==> src/rtl/jtpopeye_pkg.sv <==
// Shared definitions for the Popeye object path: object-list geometry and
// the object DMA state encoding.
package jtpopeye_pkg;

  localparam int OBJ_AW  = 10;
  localparam int OBJ_LEN = 768;

  typedef enum logic [2:0] {
    IDLE,
    REQ,
    RD,
    WR,
    REL
  } objdma_st_t;

endpackage

==> src/rtl/jtpopeye_objdma.sv <==
// Once-per-frame copy of the sprite attribute table from CPU RAM into object
// RAM, taking the Z80 bus with busrq/busak and running only inside VB.
module jtpopeye_objdma
  import jtpopeye_pkg::*;
#(
  parameter int AW  = OBJ_AW,
  parameter int LEN = OBJ_LEN
) (
  input  logic          clk,
  input  logic          rst,
  input  logic          pxl_cen,
  input  logic          VB,
  input  logic          dma_en,
  input  logic          busak,
  output logic          busrq,
  output logic [AW-1:0] src_addr,
  input  logic [7:0]    src_din,
  output logic [AW-1:0] obj_addr,
  output logic [7:0]    obj_dout,
  output logic          obj_we,
  output logic          busy,
  output logic          done,
  output logic          overrun
);

  // One spare counter bit so LEN = 2^AW reaches its last byte without wrapping
  localparam int            CW   = AW + 1;
  localparam logic [CW-1:0] LAST = CW'(LEN - 1);

  objdma_st_t    st;
  logic [CW-1:0] cnt;
  logic [CW-1:0] cnt_nxt;
  logic          VBl;
  logic          vb_edge;
  logic          we_q;
  logic          done_q;

  assign vb_edge = VB & ~VBl;
  assign cnt_nxt = cnt + CW'(1);

  // Strobes are held for a whole cen period but only count on the cen clock
  assign obj_we = we_q & pxl_cen;
  assign done   = done_q & pxl_cen;

  always_ff @(posedge clk) begin
    if (rst) begin
      st       <= IDLE;
      cnt      <= '0;
      VBl      <= 1'b0;
      we_q     <= 1'b0;
      done_q   <= 1'b0;
      busrq    <= 1'b0;
      busy     <= 1'b0;
      overrun  <= 1'b0;
      src_addr <= '0;
      obj_addr <= '0;
      obj_dout <= '0;
    end else if (pxl_cen) begin
      VBl    <= VB;
      we_q   <= 1'b0;
      done_q <= 1'b0;
      unique case (st)
        IDLE: begin
          if (vb_edge && dma_en) begin
            cnt     <= '0;
            overrun <= 1'b0;
            busrq   <= 1'b1;
            busy    <= 1'b1;
            st      <= REQ;
          end
        end
        REQ: begin
          if (!VB) begin
            overrun <= 1'b1;
            st      <= REL;
          end else if (busak) begin
            src_addr <= cnt[AW-1:0];
            st       <= RD;
          end
        end
        RD: begin
          // src_din for src_addr becomes valid at this cen
          st <= WR;
        end
        WR: begin
          obj_addr <= cnt[AW-1:0];
          obj_dout <= src_din;
          we_q     <= 1'b1;
          if (cnt == LAST) begin
            done_q <= 1'b1;
            st     <= REL;
          end else if (!VB) begin
            overrun <= 1'b1;
            st      <= REL;
          end else begin
            cnt      <= cnt_nxt;
            src_addr <= cnt_nxt[AW-1:0];
            st       <= busak ? RD : REQ;
          end
        end
        REL: begin
          busrq <= 1'b0;
          busy  <= 1'b0;
          st    <= IDLE;
        end
        default: st <= IDLE;
      endcase
    end
  end

endmodule

==> config.mk <==
export PLATFORM = sky130hd
export DESIGN_NAME = jtpopeye_objdma
export DESIGN_NICKNAME = d
export VERILOG_FILES = /design/src/rtl/jtpopeye_pkg.sv /design/src/rtl/jtpopeye_objdma.sv
export SDC_FILE = /design/constraint.sdc
export NUM_CORES = 1
export LEC_CHECK = 0
export BUFFER_PORTS_ARGS = -buffer_cell sky130_fd_sc_hd__buf_2
export CAP_MARGIN = 40
export CORE_MARGIN = 3
export CORE_UTILIZATION = 54
export DETAILED_ROUTE_END_ITERATION = 8
export PLACE_DENSITY_LB_ADDON = 0.3
export SLEW_MARGIN = 20
export SYNTH_ARGS = -nofsm -noshare
export SYNTH_HDL_FRONTEND = slang
export SYNTH_SLANG_ARGS = --single-unit
==> constraint.sdc <==
create_clock -name clk -period 2.5 [get_ports clk]
set_input_delay 0.375 -clock clk [delete_from_list [all_inputs] [get_ports clk]]
set_output_delay 0.375 -clock clk [all_outputs]
set_load 0.01 [all_outputs]
==> flow_summary_export.csv <==
group,metric,value,unit
run_status,status,"completed",
worst_setup_path,path_cells,"or4b_1 > a211o_1 > o311ai_0 > o21ai_0",
grt,gr-total-overflow,0,
cts,clk-insertion-delay-late,0.30,ns
detailed_routing,drt-total-wl,5120,um
pwr,seq_power_share,58.2,%
floorplan,core,0.00380,mm2
pwr,p_switching,0.297,mW
placement,dpl.hpwl,3440,um
floorplan,start_util,58.5,%
detailed_routing,vias,2080,
layout,final_common_cell,"nand2_1",
flow_run,max_cap_violations,0,
detailed_routing,firstDrtPassIters,5,
layout,syn_to_final_growth,13.9,%
placement,placed_area,0.00244,mm2
yosys,synthCells,274,
timing,slew_violations,0,
detailed_routing,ant_nets,0,
timing,hold_viol,0,
pwr,pwr-share-clk,36.1,%
pwr,intPower,1.01,mW
floorplan,row_count,22,
min_path,hold_class,"in2reg",
timing,max_slew_margin,50.8,%
placement,numPortBuffers,46,
worst_setup_path,crit_type,"reg2reg",
timing,period_share,80.9,%
cts,clock-sinks,47,
cts,tritoncts,"built",
grt,grt_max_degree,40,
grt,grt_pass1_vias,1865,
layout,finalNetCount,323,
floorplan,die_h,70.2,um
worst_setup_path,required,2.68,ns
yosys,synth_ff_type,"dfxtp_1",
grt,grt_usage,20.6,%
worst_setup_path,cp_max_fo,12,
timing,skew,0.00838,ns
layout,drive_gt1_share,20.5,%
layout,diodes,0,
yosys,yosys.cell_types.count,46,
floorplan,die_w,70.2,um
yosys,syn-cell-area,0.00222,mm2
cts,ctsResizeCount,0,
detailed_routing,via_per_inst,5.84,
worst_setup_path,cp-end-kind,"flop",
yosys,synthArstFlopShare,0,%
timing,fin_crit,2.02,ns
layout,final_core_util,66.6,%
cts,clockBufferDepth,2,
grt,grt_first_pass_wirelength,8360,um
layout,final_cell_mix,"nand2_1 (50), dfxtp_1 (47), buf_2 (46), a21oi_1 (35), a211oi_1 (10)",
cts,cts-root-buf,"clkbuf_8",
timing,tns,0,ns
cts,htree_levels,2,
timing,rsz0062_at_grt,"no",
pwr,pwr-share-comb,5.6,%
yosys,yosysWarnings,0,
yosys,syn_nets,290,
timing,final-setup-viol-count,0,
cts,hold_buffers,0,
cts,cts_buffers,5,
yosys,syn_avg_cell_area,8.11,um2
floorplan,die_area,0.00492,mm2
yosys,ys_ff_latch,47,
worst_setup_path,critPathMaxStageDelay,0.54,ns
detailed_routing,drc,0,
cts,clk_pin_slew,0.09,ns
pwr,ir_drop,0.000368,V
worst_setup_path,critPathSlowestCell,"or4b_1",
cts,post_cts_buffers,0,
timing,max_freq,494,MHz
yosys,synth_edf_count,0,
worst_setup_path,start_kind,"flop",
floorplan,ios,47,
timing,worstMarginPinSlew,0.738,ns
grt,antenna_found_initial,0,
worst_setup_path,path_delay_family,"compound AO/OA/AOI/OAI gates",
pwr,leakagePower,0.967,nW
pwr,p_total,1.31,mW
layout,fin_area,0.00253,mm2
worst_setup_path,timing.critical_path.arrival,2.21,ns
detailed_routing,wl_per_cell,14.4,um
detailed_routing,drt_iter0_markers,117,
yosys,ys_seq_area_share,42.3,%
worst_setup_path,cp_num_buf_inv,0,
pwr,netSwitchingFraction,22.7,%
placement,gp_congestion,0.888,
pwr,power.density,517,mW/mm2
[layout make-up]
class	instances	area (um2)
clock buffers	7	86.3
repair buffers	53	283
fillers	325	1270
clock inverters	1	8.76
multi-input cells	194	1130
inverters	6	22.5
well taps	48	60.1
flip-flops and latches	47	941
[sequential cells by signal, summed over array words and instances, names as in the netlist]
| register | flops |
|---|---|
| src_addr | 10 |
| we_q | 1 |
| overrun | 1 |
| VBl | 1 |
| cnt | 11 |
| obj_addr | 10 |
| done_q | 1 |
| st | 3 |
| obj_dout | 8 |
| busy | 1 |
[worst register-to-register path, delay by kind of cell (launching register included)]
kind             cells  cell delay [ns]
AO/OA/AOI/OAI        3             0.97
flip-flops           1             0.41
AND/OR/NAND/NOR      1             0.54
[through the flow]
stage	instances	hold slack (ns)	worst slack, ns
2_1_floorplan	274	0.441	0.708
3_3_place_gp	348	0.438	0.572
3_5_place_dp	348	0.445	0.524
4_1_cts	356	0.302	0.499
5_1_grt	356	0.312	0.380
6_report	356	0.309	0.477
[routing by layer]
layer | vias up | global-route usage (%) | routed length [um]
met2 | 79 | 32.4 | 2250
met5 | - | 0 | 0
li1 | 1047 | - | -
met3 | 8 | 4.32 | 373
met4 | 0 | 8.72 | 74
met1 | 946 | 27.1 | 2420
[cell usage after synthesis, types with 2 or more instances]
library cell | number | share of area [%]
nand2_1 | 50 | 8.4
a311oi_1 | 3 | 1.2
nor2_1 | 8 | 1.4
o21ai_0 | 6 | 1.4
nor3_1 | 4 | 0.90
a211oi_1 | 10 | 3.4
o21ai_1 | 3 | 0.68
buf_6 | 2 | 1.0
o311ai_1 | 7 | 2.8
xnor2_1 | 6 | 2.4
dfxtp_1 | 47 | 42
xor2_1 | 2 | 0.79
inv_1 | 6 | 1.0
and4_1 | 3 | 1.2
nor2b_1 | 2 | 0.56
a31oi_1 | 4 | 1.1
nor3b_1 | 2 | 0.68
ha_1 | 2 | 1.1
nand4_1 | 7 | 2.0
o31ai_1 | 5 | 1.7
or2_2 | 2 | 0.56
and2_1 | 5 | 1.4
a21oi_1 | 35 | 7.9
clkbuf_1 | 16 | 2.7
nand2b_1 | 2 | 0.56
nand3_1 | 9 | 2.0
buf_2 | 7 | 1.6
[power groups by stage]
stage	clock network, mW	registers [mW]	logic (mW)
final	0.473	0.763	0.0739
after global routing	0.516	0.764	0.0817
after CTS	0.484	0.762	0.0731
after detailed placement	0	0.780	0.0728
after global placement	0	0.780	0.0721
after floorplan	0	0.779	0.0521
[worst paths after layout]
| kind | start | end | slack, ns | depth (start not counted) |
|---|---|---|---|---|
| hold / removal | src_din[0] | obj_dout[0] | 0.31 | 3 |
| setup / recovery | st[0] | cnt[2] | 0.48 | 4 |
| setup reg to reg | st[0] | cnt[2] | 0.48 | 4 |
| hold reg to reg | obj_addr[3] | obj_addr[3] | 0.45 | 2 |
[cell families (layout without fill, tap and decap cells)]
kind of cell	count (synthesis)	in the layout	share of synthesized area, %
adders and majority gates	2	2	1.13
and+or+nand+nor	101	101	22.4
DFF	47	47	42.3
AOI/OAI and AO/OA	82	82	23.8
xor gates and xnor gates	8	8	3.15
muxes	1	1	0.450
buffers and inverters	33	67	6.81
(Power assumes the default switching activity.)
